`config.mk`:
```
export PLATFORM = sky130hd
export DESIGN_NAME = matvec_core_param
export DESIGN_NICKNAME = d
export VERILOG_FILES = /design/src/rtl/matvec_core_param.sv
export SDC_FILE = /design/constraint.sdc
export NUM_CORES = 1
export LEC_CHECK = 0
export BUFFER_PORTS_ARGS = -buffer_cell sky130_fd_sc_hd__clkbuf_2
export CAP_MARGIN = 10
export CORE_MARGIN = 1.5
export CORE_UTILIZATION = 30
export DETAILED_ROUTE_END_ITERATION = 7
export GPL_TIMING_DRIVEN = 1
export PLACE_DENSITY_LB_ADDON = 0.3
export SYNTH_ARGS = -nofsm -noshare
export SYNTH_HDL_FRONTEND = slang
export SYNTH_SLANG_ARGS = --single-unit
export TNS_END_PERCENT = 1
```
`constraint.sdc`:
```
create_clock -name clk -period 8.39 [get_ports clk]
set_input_delay 0.839 -clock clk [delete_from_list [all_inputs] [get_ports clk]]
set_output_delay 0.839 -clock clk [all_outputs]
set_load 0.02 [all_outputs]
```
`src/rtl/matvec_core_param.sv`:
```
// Parametrised streaming matrix-vector multiply core: y = W * x.
// Operands arrive one element per beat (W row-major, then x); results
// leave one row per beat. A single MAC is evaluated per COMPUTE cycle.
module matvec_core_param #(
    parameter int unsigned DATA_WIDTH = 8,
    parameter int unsigned DIM        = 4,
    parameter int unsigned ACC_WIDTH  = 32,
    parameter bit          SIGNED     = 1'b0,
    parameter bit          SAT        = 1'b1
) (
    input  logic                  clk,
    input  logic                  rst_n,
    input  logic                  cfg_reuse_w,
    input  logic                  snk_vld,
    input  logic [DATA_WIDTH-1:0] snk_data,
    output logic                  snk_rdy,
    output logic                  src_vld,
    output logic [ACC_WIDTH-1:0]  src_data,
    output logic                  src_last,
    input  logic                  src_rdy,
    output logic                  w_valid
);

    localparam int unsigned PROD_W = 2 * DATA_WIDTH;
    localparam int unsigned ACC_I  = PROD_W + $clog2(DIM);
    localparam int unsigned NW     = DIM * DIM;
    localparam int unsigned CNT_W  = $clog2(NW);
    localparam int unsigned IDX_W  = $clog2(DIM);

    // Reject unsupported geometries at elaboration.
    if (DIM < 2 || DIM > 16 || ACC_WIDTH < 2) begin : g_bad_param
        $error("matvec_core_param: DIM must be 2..16 and ACC_WIDTH >= 2");
    end

    typedef enum logic [1:0] {
        S_LOAD_W,
        S_LOAD_X,
        S_COMPUTE,
        S_FLUSH
    } state_t;

    state_t                 r_state;
    logic [CNT_W-1:0]       r_cnt;
    logic [IDX_W-1:0]       r_row;
    logic [IDX_W-1:0]       r_col;
    logic [ACC_I-1:0]       r_acc;
    logic                   r_w_valid;
    logic                   r_snk_rdy;
    logic                   r_src_vld;
    logic [ACC_WIDTH-1:0]   r_src_data;
    logic                   r_src_last;

    logic [DATA_WIDTH-1:0]  r_w_mem   [NW];
    logic [DATA_WIDTH-1:0]  r_x_mem   [DIM];
    logic [ACC_WIDTH-1:0]   r_out_mem [DIM];

    logic [DATA_WIDTH-1:0]  w_w_op;
    logic [DATA_WIDTH-1:0]  w_x_op;
    logic [PROD_W-1:0]      w_w_ext;
    logic [PROD_W-1:0]      w_x_ext;
    logic [PROD_W-1:0]      w_prod;
    logic [ACC_I-1:0]       w_prod_ext;
    logic [ACC_I-1:0]       w_sum;
    logic [ACC_WIDTH-1:0]   w_narrow;

    assign snk_rdy  = r_snk_rdy;
    assign src_vld  = r_src_vld;
    assign src_data = r_src_data;
    assign src_last = r_src_last;
    assign w_valid  = r_w_valid;

    // During COMPUTE r_cnt walks the weight store linearly (r*DIM + c).
    assign w_w_op     = r_w_mem[r_cnt];
    assign w_x_op     = r_x_mem[r_col];
    assign w_w_ext    = {{DATA_WIDTH{SIGNED & w_w_op[DATA_WIDTH-1]}}, w_w_op};
    assign w_x_ext    = {{DATA_WIDTH{SIGNED & w_x_op[DATA_WIDTH-1]}}, w_x_op};
    assign w_prod     = PROD_W'(w_w_ext * w_x_ext);
    assign w_prod_ext = {{(ACC_I - PROD_W){SIGNED & w_prod[PROD_W-1]}}, w_prod};
    assign w_sum      = ((r_col == IDX_W'(0)) ? ACC_I'(0) : r_acc) + w_prod_ext;

    // Narrow the full-precision row sum to the output width.
    if (ACC_WIDTH > ACC_I) begin : g_ext
        assign w_narrow = {{(ACC_WIDTH - ACC_I){SIGNED & w_sum[ACC_I-1]}}, w_sum};
    end else if (ACC_WIDTH == ACC_I) begin : g_same
        assign w_narrow = w_sum;
    end else if (!SAT) begin : g_trunc
        assign w_narrow = w_sum[ACC_WIDTH-1:0];
    end else if (SIGNED) begin : g_sat_s
        logic [ACC_I-ACC_WIDTH:0] w_top;
        assign w_top    = w_sum[ACC_I-1:ACC_WIDTH-1];
        assign w_narrow = (&w_top || ~|w_top) ? w_sum[ACC_WIDTH-1:0] :
                          (w_sum[ACC_I-1] ? {1'b1, {(ACC_WIDTH-1){1'b0}}}
                                          : {1'b0, {(ACC_WIDTH-1){1'b1}}});
    end else begin : g_sat_u
        assign w_narrow = (|w_sum[ACC_I-1:ACC_WIDTH]) ? {ACC_WIDTH{1'b1}}
                                                      : w_sum[ACC_WIDTH-1:0];
    end

    // Operand and result storage; contents need no reset.
    always_ff @(posedge clk) begin
        if (r_state == S_LOAD_W && snk_vld) begin
            r_w_mem[r_cnt] <= snk_data;
        end
        if (r_state == S_LOAD_X && snk_vld) begin
            r_x_mem[IDX_W'(r_cnt)] <= snk_data;
        end
        if (r_state == S_COMPUTE && r_col == IDX_W'(DIM - 1)) begin
            r_out_mem[r_row] <= w_narrow;
        end
    end

    // Control FSM with counters, accumulator and registered stream outputs.
    always_ff @(posedge clk or negedge rst_n) begin
        if (!rst_n) begin
            r_state    <= S_LOAD_W;
            r_cnt      <= '0;
            r_row      <= '0;
            r_col      <= '0;
            r_acc      <= '0;
            r_w_valid  <= 1'b0;
            r_snk_rdy  <= 1'b1;
            r_src_vld  <= 1'b0;
            r_src_data <= '0;
            r_src_last <= 1'b0;
        end else begin
            case (r_state)
                S_LOAD_W: begin
                    if (snk_vld) begin
                        if (r_cnt == CNT_W'(NW - 1)) begin
                            r_cnt     <= '0;
                            r_w_valid <= 1'b1;
                            r_state   <= S_LOAD_X;
                        end else begin
                            r_cnt <= r_cnt + CNT_W'(1);
                        end
                    end
                end
                S_LOAD_X: begin
                    if (snk_vld) begin
                        if (r_cnt == CNT_W'(DIM - 1)) begin
                            r_cnt     <= '0;
                            r_row     <= '0;
                            r_col     <= '0;
                            r_snk_rdy <= 1'b0;
                            r_state   <= S_COMPUTE;
                        end else begin
                            r_cnt <= r_cnt + CNT_W'(1);
                        end
                    end
                end
                S_COMPUTE: begin
                    r_acc <= w_sum;
                    r_cnt <= r_cnt + CNT_W'(1);
                    if (r_col == IDX_W'(DIM - 1)) begin
                        r_col <= '0;
                        if (r_row == IDX_W'(DIM - 1)) begin
                            // Row 0 was written long ago, so it can be presented now.
                            r_row      <= '0;
                            r_cnt      <= '0;
                            r_src_vld  <= 1'b1;
                            r_src_data <= r_out_mem[IDX_W'(0)];
                            r_src_last <= 1'b0;
                            r_state    <= S_FLUSH;
                        end else begin
                            r_row <= r_row + IDX_W'(1);
                        end
                    end else begin
                        r_col <= r_col + IDX_W'(1);
                    end
                end
                S_FLUSH: begin
                    if (src_rdy) begin
                        if (r_cnt == CNT_W'(DIM - 1)) begin
                            r_cnt      <= '0;
                            r_src_vld  <= 1'b0;
                            r_src_last <= 1'b0;
                            r_snk_rdy  <= 1'b1;
                            r_state    <= (cfg_reuse_w && r_w_valid) ? S_LOAD_X : S_LOAD_W;
                        end else begin
                            r_cnt      <= r_cnt + CNT_W'(1);
                            r_src_data <= r_out_mem[IDX_W'(r_cnt + CNT_W'(1))];
                            r_src_last <= (r_cnt + CNT_W'(1) == CNT_W'(DIM - 1));
                        end
                    end
                end
                default: r_state <= S_LOAD_W;
            endcase
        end
    end

endmodule

```
==> results of run 1 <==
-- cell usage in the layout, fill, tap and decap left out, drive strengths merged, types with 2 or more instances in the layout --
| master | count |
|---|---|
| a211oi | 2 |
| a21o | 5 |
| a21oi | 31 |
| a221oi | 3 |
| a22o | 4 |
| a2bb2oi | 2 |
| a31oi | 2 |
| and2 | 43 |
| and3 | 11 |
| buf | 13 |
| bufinv | 4 |
| clkbuf | 70 |
| clkinv | 12 |
| clkinvlp | 3 |
| conb | 14 |
| dfrtp | 49 |
| edfxtp | 232 |
| fa | 50 |
| ha | 56 |
| inv | 94 |
| mux2 | 16 |
| mux4 | 48 |
| nand2 | 69 |
| nand2b | 15 |
| nand3 | 12 |
| nand3b | 2 |
| nand4 | 4 |
| nor2 | 48 |
| nor2b | 12 |
| nor3 | 18 |
| o211ai | 2 |
| o21ai | 36 |
| o22ai | 19 |
| o311ai | 3 |
| o31ai | 2 |
| or2 | 3 |
| or3 | 2 |
| or3b | 2 |
| xnor2 | 8 |
| xor2 | 6 |
-- state kept, by name (all words and copies together), names as in the netlist, 2 cells and up --
register	count
r_state	2
r_x_mem	32
r_col	2
r_acc	18
r_cnt	4
src_data	18
r_w_mem	128
r_row	2
r_out_mem	72
-- kinds of logic (layout without fill, tap and decap cells) --
logic type / Yosys count / count (layout)
buffers and inverters: 145 / 196
other: 1 / 14
AO/OA/AOI/OAI: 120 / 120
XOR/XNOR: 14 / 14
flip-flops: 282 / 282
AND/OR/NAND/NOR: 244 / 244
multiplexers: 65 / 65
adder cells (fa/ha/maj): 106 / 106
-- cell type report --
type | count | area share
inverters | 95 | 0.0227
clock inverters | 18 | 0.0136
multi-input cells | 563 | 0.326
well taps | 600 | 0.0478
flip-flops and latches | 282 | 0.524
repair buffers | 47 | 0.0171
clock buffers | 36 | 0.0492
-- final timing paths --
check	endpoint	slack [ns]	cells after the start
worst max-delay path	r_acc[10]	1.43	16
worst max register to register	r_acc[10]	1.43	16
min in group clk	src_data[12]	0.48	2
worst min register to register	src_data[12]	0.48	2
max in group asynchronous	r_cnt[1]	7.43	2
worst min-delay path	src_data[13]	0.43	2
-- routing by layer --
metal / GRT usage / routed length (um) / up-vias
met3: 0.0207 / 1280 / 28
met2: 0.222 / 14600 / 162
met1: 0.179 / 13900 / 3868
met5: 0 / 0 / -
met4: 0.0230 / 406 / 0
li1: - / - / 3585
-- stage by stage --
| step | hold WS, ns | cell area [sq um] | setup WS, ns |
|---|---|---|---|
| finish | 0.433 | 15700 | 1.43 |
| global route | 0.483 | 15700 | 0.996 |
| CTS | 0.442 | 15700 | 1.38 |
| detailed placement | 0.472 | 14700 | 1.42 |
| global placement | 0.462 | 14700 | 1.53 |
| floorplan | 0.473 | 14000 | 2.65 |
-- worst max-delay path: cells and delay by family, from the launching register on --
family	cells	cell delay, ns
simple gates	2	0.31
buf+inv	3	0.54
compound gates	3	1.33
flops	1	0.92
mux	3	1.46
fa+ha+maj	5	2.30
==> run summary, run 1 <==
Sequential area share after synthesis -> 0.590
Io pins -> 49
Reg area -> 8220 sq um
EDFF count, synth -> 232
Total negative slack -> 0 ns
Largest net degree at the start of global routing -> 51
Dpl hpwl -> 20.8 mm
Share of the synthesized area in the top cell type -> 0.500
Post-Syn Area -> 13900 sq um
Clock sinks -> 282
Synth warn -> 0
Crit Path Max Fanout -> 24
Die extent in y -> 218 um
Status -> completed
Vias in the first global route -> 7882
Synth Area in Simple Gates -> 0.0869
Grt total ovfl -> 0
Max incr delay on CP -> 0.92 ns
Post-Syn Instances -> 977
Crit path from -> r_cnt[0]
RSZ-0062 raised after global routing -> false
Top-count cell post-synth -> edfxtp_1
# resized after CTS -> 0
Slew of the pin with the lowest slew margin -> 1.10 ns
DR iter-0 viols -> 406
Setup Crit Path Kind -> flip-flop to flip-flop
CTS tree -> done
Ys async rst share -> 0.177
Max-Cap Viols -> 0
Initial antenna violation count -> 0
Total wire length -> 30.2 mm
Via count -> 7643
CP Data Arrival Time -> 7.45 ns
Final nets -> 1137
Hold-fix buffers, CTS -> 0
Endpoints failing hold -> 0
ANT cells -> 0
Fin crit share -> 0.829
Die area -> 47700 sq um
Synth Area in Compound Gates -> 0.0536
Final slew viol count -> 0
Setup-failing EPs final -> 0
Ys flop type -> edfxtp_1
Avg Inst Size Synth -> 14.2 sq um
DR vias/cell -> 4.66
Worst path slowest cell -> dfrtp_2
Area taken by multi-input logic gates -> 5110 sq um
Startpoint Class -> flip-flop
Post-synthesis mux area share -> 0.0913
DRC violations left -> 0
H-tree levels -> 1
Yosys cell types -> 59
CP Data Required Time -> 8.88 ns
Initial Util -> 0.305
Worst setup EP type -> flip-flop
Layout Cells excl Fill -> 1641
Share of post-route cells with drive strength above 1 -> 0.158
Hold/Removal Path Class -> input pin to asynchronous set/reset pin
Die W -> 218 um
TritonCTS Buffers -> 29
Placed instance count -> 1587
Core Region -> 45600 sq um
Most used cell, CP -> fa_1
Worst-Skew Late Latency -> 0.57 ns
Row cnt -> 78
Reg2reg start -> r_cnt[0]
Router iterations before antenna repair -> 4
Max Clock Freq -> 144 MHz
Area share of fa/ha/maj cells after synthesis -> 0.122
Slew HR -> 0.266
Layout Skew -> 0.0200 ns
Largest family of logic cells by synthesized area -> adder cells
Synth Area in XOR/XNOR -> 0.00881
Fin crit period -> 6.96 ns
Fill cells -> 4398
Area Growth Syn to Fin -> 12.8%
Register bit total from synthesis -> 282
IO Port Bufs -> 34
Postcts setup bufs -> 0
Top cells by count, synth -> edfxtp_1, inv_1, nand2_1
Wire length per cell -> 18.4 um
Final ANT Viol Nets -> 0
CP Cell Sequence -> buf_4 > mux4_2 > mux4_2 > and2_1 > fa_1 > inv_1 > fa_1 > fa_1 > fa_1 > inv_1 > ha_1 > nand3_1 > o211ai_1 > a21oi_1 > o311ai_0 > mux2_2
Clk slew on worst S/H paths -> 0.06 ns
Post-layout util -> 0.344
GRT Total Usage -> 0.131
Maximum root-to-sink buffer count -> 3
GP Congestion -> 0.829
First-pass GRT wire length -> 48.1 mm
Area contributors post-synth -> edfxtp_1, dfrtp_1, mux4_2
Yosys top cell by area -> edfxtp_1
CTS root buffer -> clkbuf_16
Power of run 1 is not shown: default switching activity piles up to over one toggle a cycle in this logic, so the estimate is an artifact.
==> run 2: changes to the inputs <==
- clock period: 8.39 -> 6.45 ns (I/O delays scaled with it)
==> run 2 against run 1 <==
Clock skew decreased by 0.0027 ns. Flip-flop and latch count unchanged. Global-route usage decreased by 0.29 points. Design area increased by 0.14%. Critical path depth unchanged. Final cell count increased by 0.12%. Critical path type unchanged. Fmax increased by 14%. Register-to-register slack got worse by 1.1 ns. Non-clock buffer count increased by 2. Hold slack got worse by 0.22 ns.
==> run summary, run 2 (same netlist as run 1, synthesis figures left out) <==
Vias in the first global route -> 7878 (-0.051%)
Setup Crit Path Kind -> flip-flop to flip-flop
Largest net degree at the start of global routing -> 51 (unchanged)
Worst-Skew Late Latency -> 0.57 ns (about the same)
Max incr delay on CP -> 0.59 ns (-0.33 ns)
Most used cell, CP -> fa_1
Worst path slowest cell -> mux4_2
GRT Total Usage -> 0.128 (-0.00293)
CP Data Required Time -> 6.95 ns (-1.93 ns)
Fin crit period -> 6.09 ns (-0.872 ns)
Area Growth Syn to Fin -> 12.9%
Die area -> 47700 sq um (unchanged)
Slew HR -> 0.200 (-0.0654)
Initial antenna violation count -> 0 (unchanged)
RSZ-0062 raised after global routing -> false
Die extent in y -> 218 um (unchanged)
Share of post-route cells with drive strength above 1 -> 0.157 (-0.000302)
Core Region -> 45600 sq um (unchanged)
Io pins -> 49 (unchanged)
Max-Cap Viols -> 0 (unchanged)
Wire length per cell -> 18.2 um (-1.3%)
Layout Skew -> 0.0173 ns (-0.00272 ns)
Crit Path Max Fanout -> 14 (-42%)
Top delay family on crit path -> adder cells
Commonest non-fill, non-tap cell in the layout -> edfxtp_1
CP Cell Sequence -> buf_12 > mux4_2 > mux4_2 > and2_1 > fa_1 > inv_1 > fa_1 > fa_1 > fa_1 > inv_1 > ha_1 > and3_1 > a221oi_1 > o21ai_0 > xor2_1 > mux2_2
GP Congestion -> 0.775 (-6.5%)
Max Clock Freq -> 164 MHz (+14%)
DRC violations left -> 0 (unchanged)
Final nets -> 1139 (+0.18%)
Hold-fix buffers, CTS -> 0 (unchanged)
Row cnt -> 78 (unchanged)
Dpl hpwl -> 20.3 mm (-2.3%)
Clock sinks -> 282 (unchanged)
WP buf/inv -> 3 (unchanged)
Most frequent cells in the layout -> edfxtp_1, inv_1, nand2_1
Grt total ovfl -> 0 (unchanged)
CTS root buffer -> clkbuf_16
Final slew viol count -> 0 (unchanged)
Hold/Removal Path Class -> input pin to asynchronous set/reset pin
Top flop regs -> r_w_mem x128, r_out_mem x72, r_x_mem x32
TritonCTS Buffers -> 29 (unchanged)
Startpoint Class -> flip-flop
Slew of the pin with the lowest slew margin -> 1.20 ns (+0.0978 ns)
Maximum root-to-sink buffer count -> 3 (unchanged)
Endpoints failing hold -> 0 (unchanged)
Placed instance count -> 1588 (+0.063%)
ANT cells -> 0 (unchanged)
Max reg flops -> 128 (unchanged)
Total negative slack -> 0 ns (unchanged)
Total wire length -> 29.8 mm (-1.2%)
Via count -> 7659 (+0.21%)
DR vias/cell -> 4.66 (about the same)
First-pass GRT wire length -> 46.6 mm (-3.2%)
Clk slew on worst S/H paths -> 0.07 ns (about the same)
Final ANT Viol Nets -> 0 (unchanged)
Postcts setup bufs -> 0 (unchanged)
Setup-failing EPs final -> 0 (unchanged)
Status -> completed
Post-layout util -> 0.345 (+0.000494)
IO Port Bufs -> 34 (unchanged)
# resized after CTS -> 0 (unchanged)
Worst setup EP type -> flip-flop
Router iterations before antenna repair -> 5 (+1)
DR iter-0 viols -> 484 (+19%)
CP Data Arrival Time -> 6.59 ns (-0.86 ns)
CTS tree -> done
Initial Util -> 0.305 (unchanged)
Fin crit share -> 0.944 (+0.114)
Die W -> 218 um (unchanged)
Layout Cells excl Fill -> 1643 (+0.12%)
Top reg by flops -> r_w_mem
H-tree levels -> 1 (unchanged)
[run 2: changes by cell type in the layout (fill, tap and decap cells not counted), sizes merged]
cell / previous run / this run
clkbuf: 70 / 74
buf: 13 / 15
inv: 94 / 95
bufinv: 4 / 2
clkinvlp: 3 / 0
[run 2: layout make-up]
class / instances / area, sq um
Clock inverter: 14 / 136
Clock buffer: 40 / 817
Timing Repair Buffer: 49 / 324
Sequential cell: 282 / 8220
Multi-Input combinational cell: 563 / 5110
Tap cell: 600 / 751
Inverter: 95 / 357
Fill cell: 4443 / 29900
[run 2: through the flow]
| step | hold WS [ns] | area [sq um] | worst slack, ns |
|---|---|---|---|
| finish | 0.218 | 15700 | 0.363 |
| global route | 0.261 | 15700 | 0.0243 |
| CTS | 0.237 | 15700 | 0.326 |
| detailed placement | 0.473 | 14800 | 0.325 |
| global placement | 0.461 | 14800 | 0.381 |
| floorplan | 0.349 | 14000 | 0.712 |
[run 2: path summary, 6_finish.rpt]
| path | endpoint | startpoint | slack [ns] | cells past startpoint |
|---|---|---|---|---|
| max | r_acc[11] | r_cnt[0] | 0.36 | 16 |
| max reg2reg | r_acc[11] | r_cnt[0] | 0.36 | 16 |
| min reg2reg | src_data[2] | src_data[2] | 0.48 | 2 |
| min in group clk | snk_rdy | src_rdy | 0.38 | 3 |
| min | src_data[9] | rst_n | 0.22 | 2 |
| max in group asynchronous | r_cnt[0] | rst_n | 5.70 | 2 |
[run 2: per-layer routing]
metal  GRT usage  part of all wire  wire, um
met5           0                 0         0
met4      0.0313             0.020       586
met3      0.0205             0.036      1070
met2       0.222              0.50     14800
met1       0.167              0.45     13300
[run 2: worst register-to-register path, delay by kind of cell, from the launching register on]
family,cells,cell delay (ns)
adders and majority gates,5,2.37
muxes,3,1.36
DFF,1,0.53
buffers and inverters,3,0.31
and+or+nand+nor,2,0.46
AOI/OAI and AO/OA,2,0.56
xor gates and xnor gates,1,0.42
Power of run 2 is left out for the same reason.
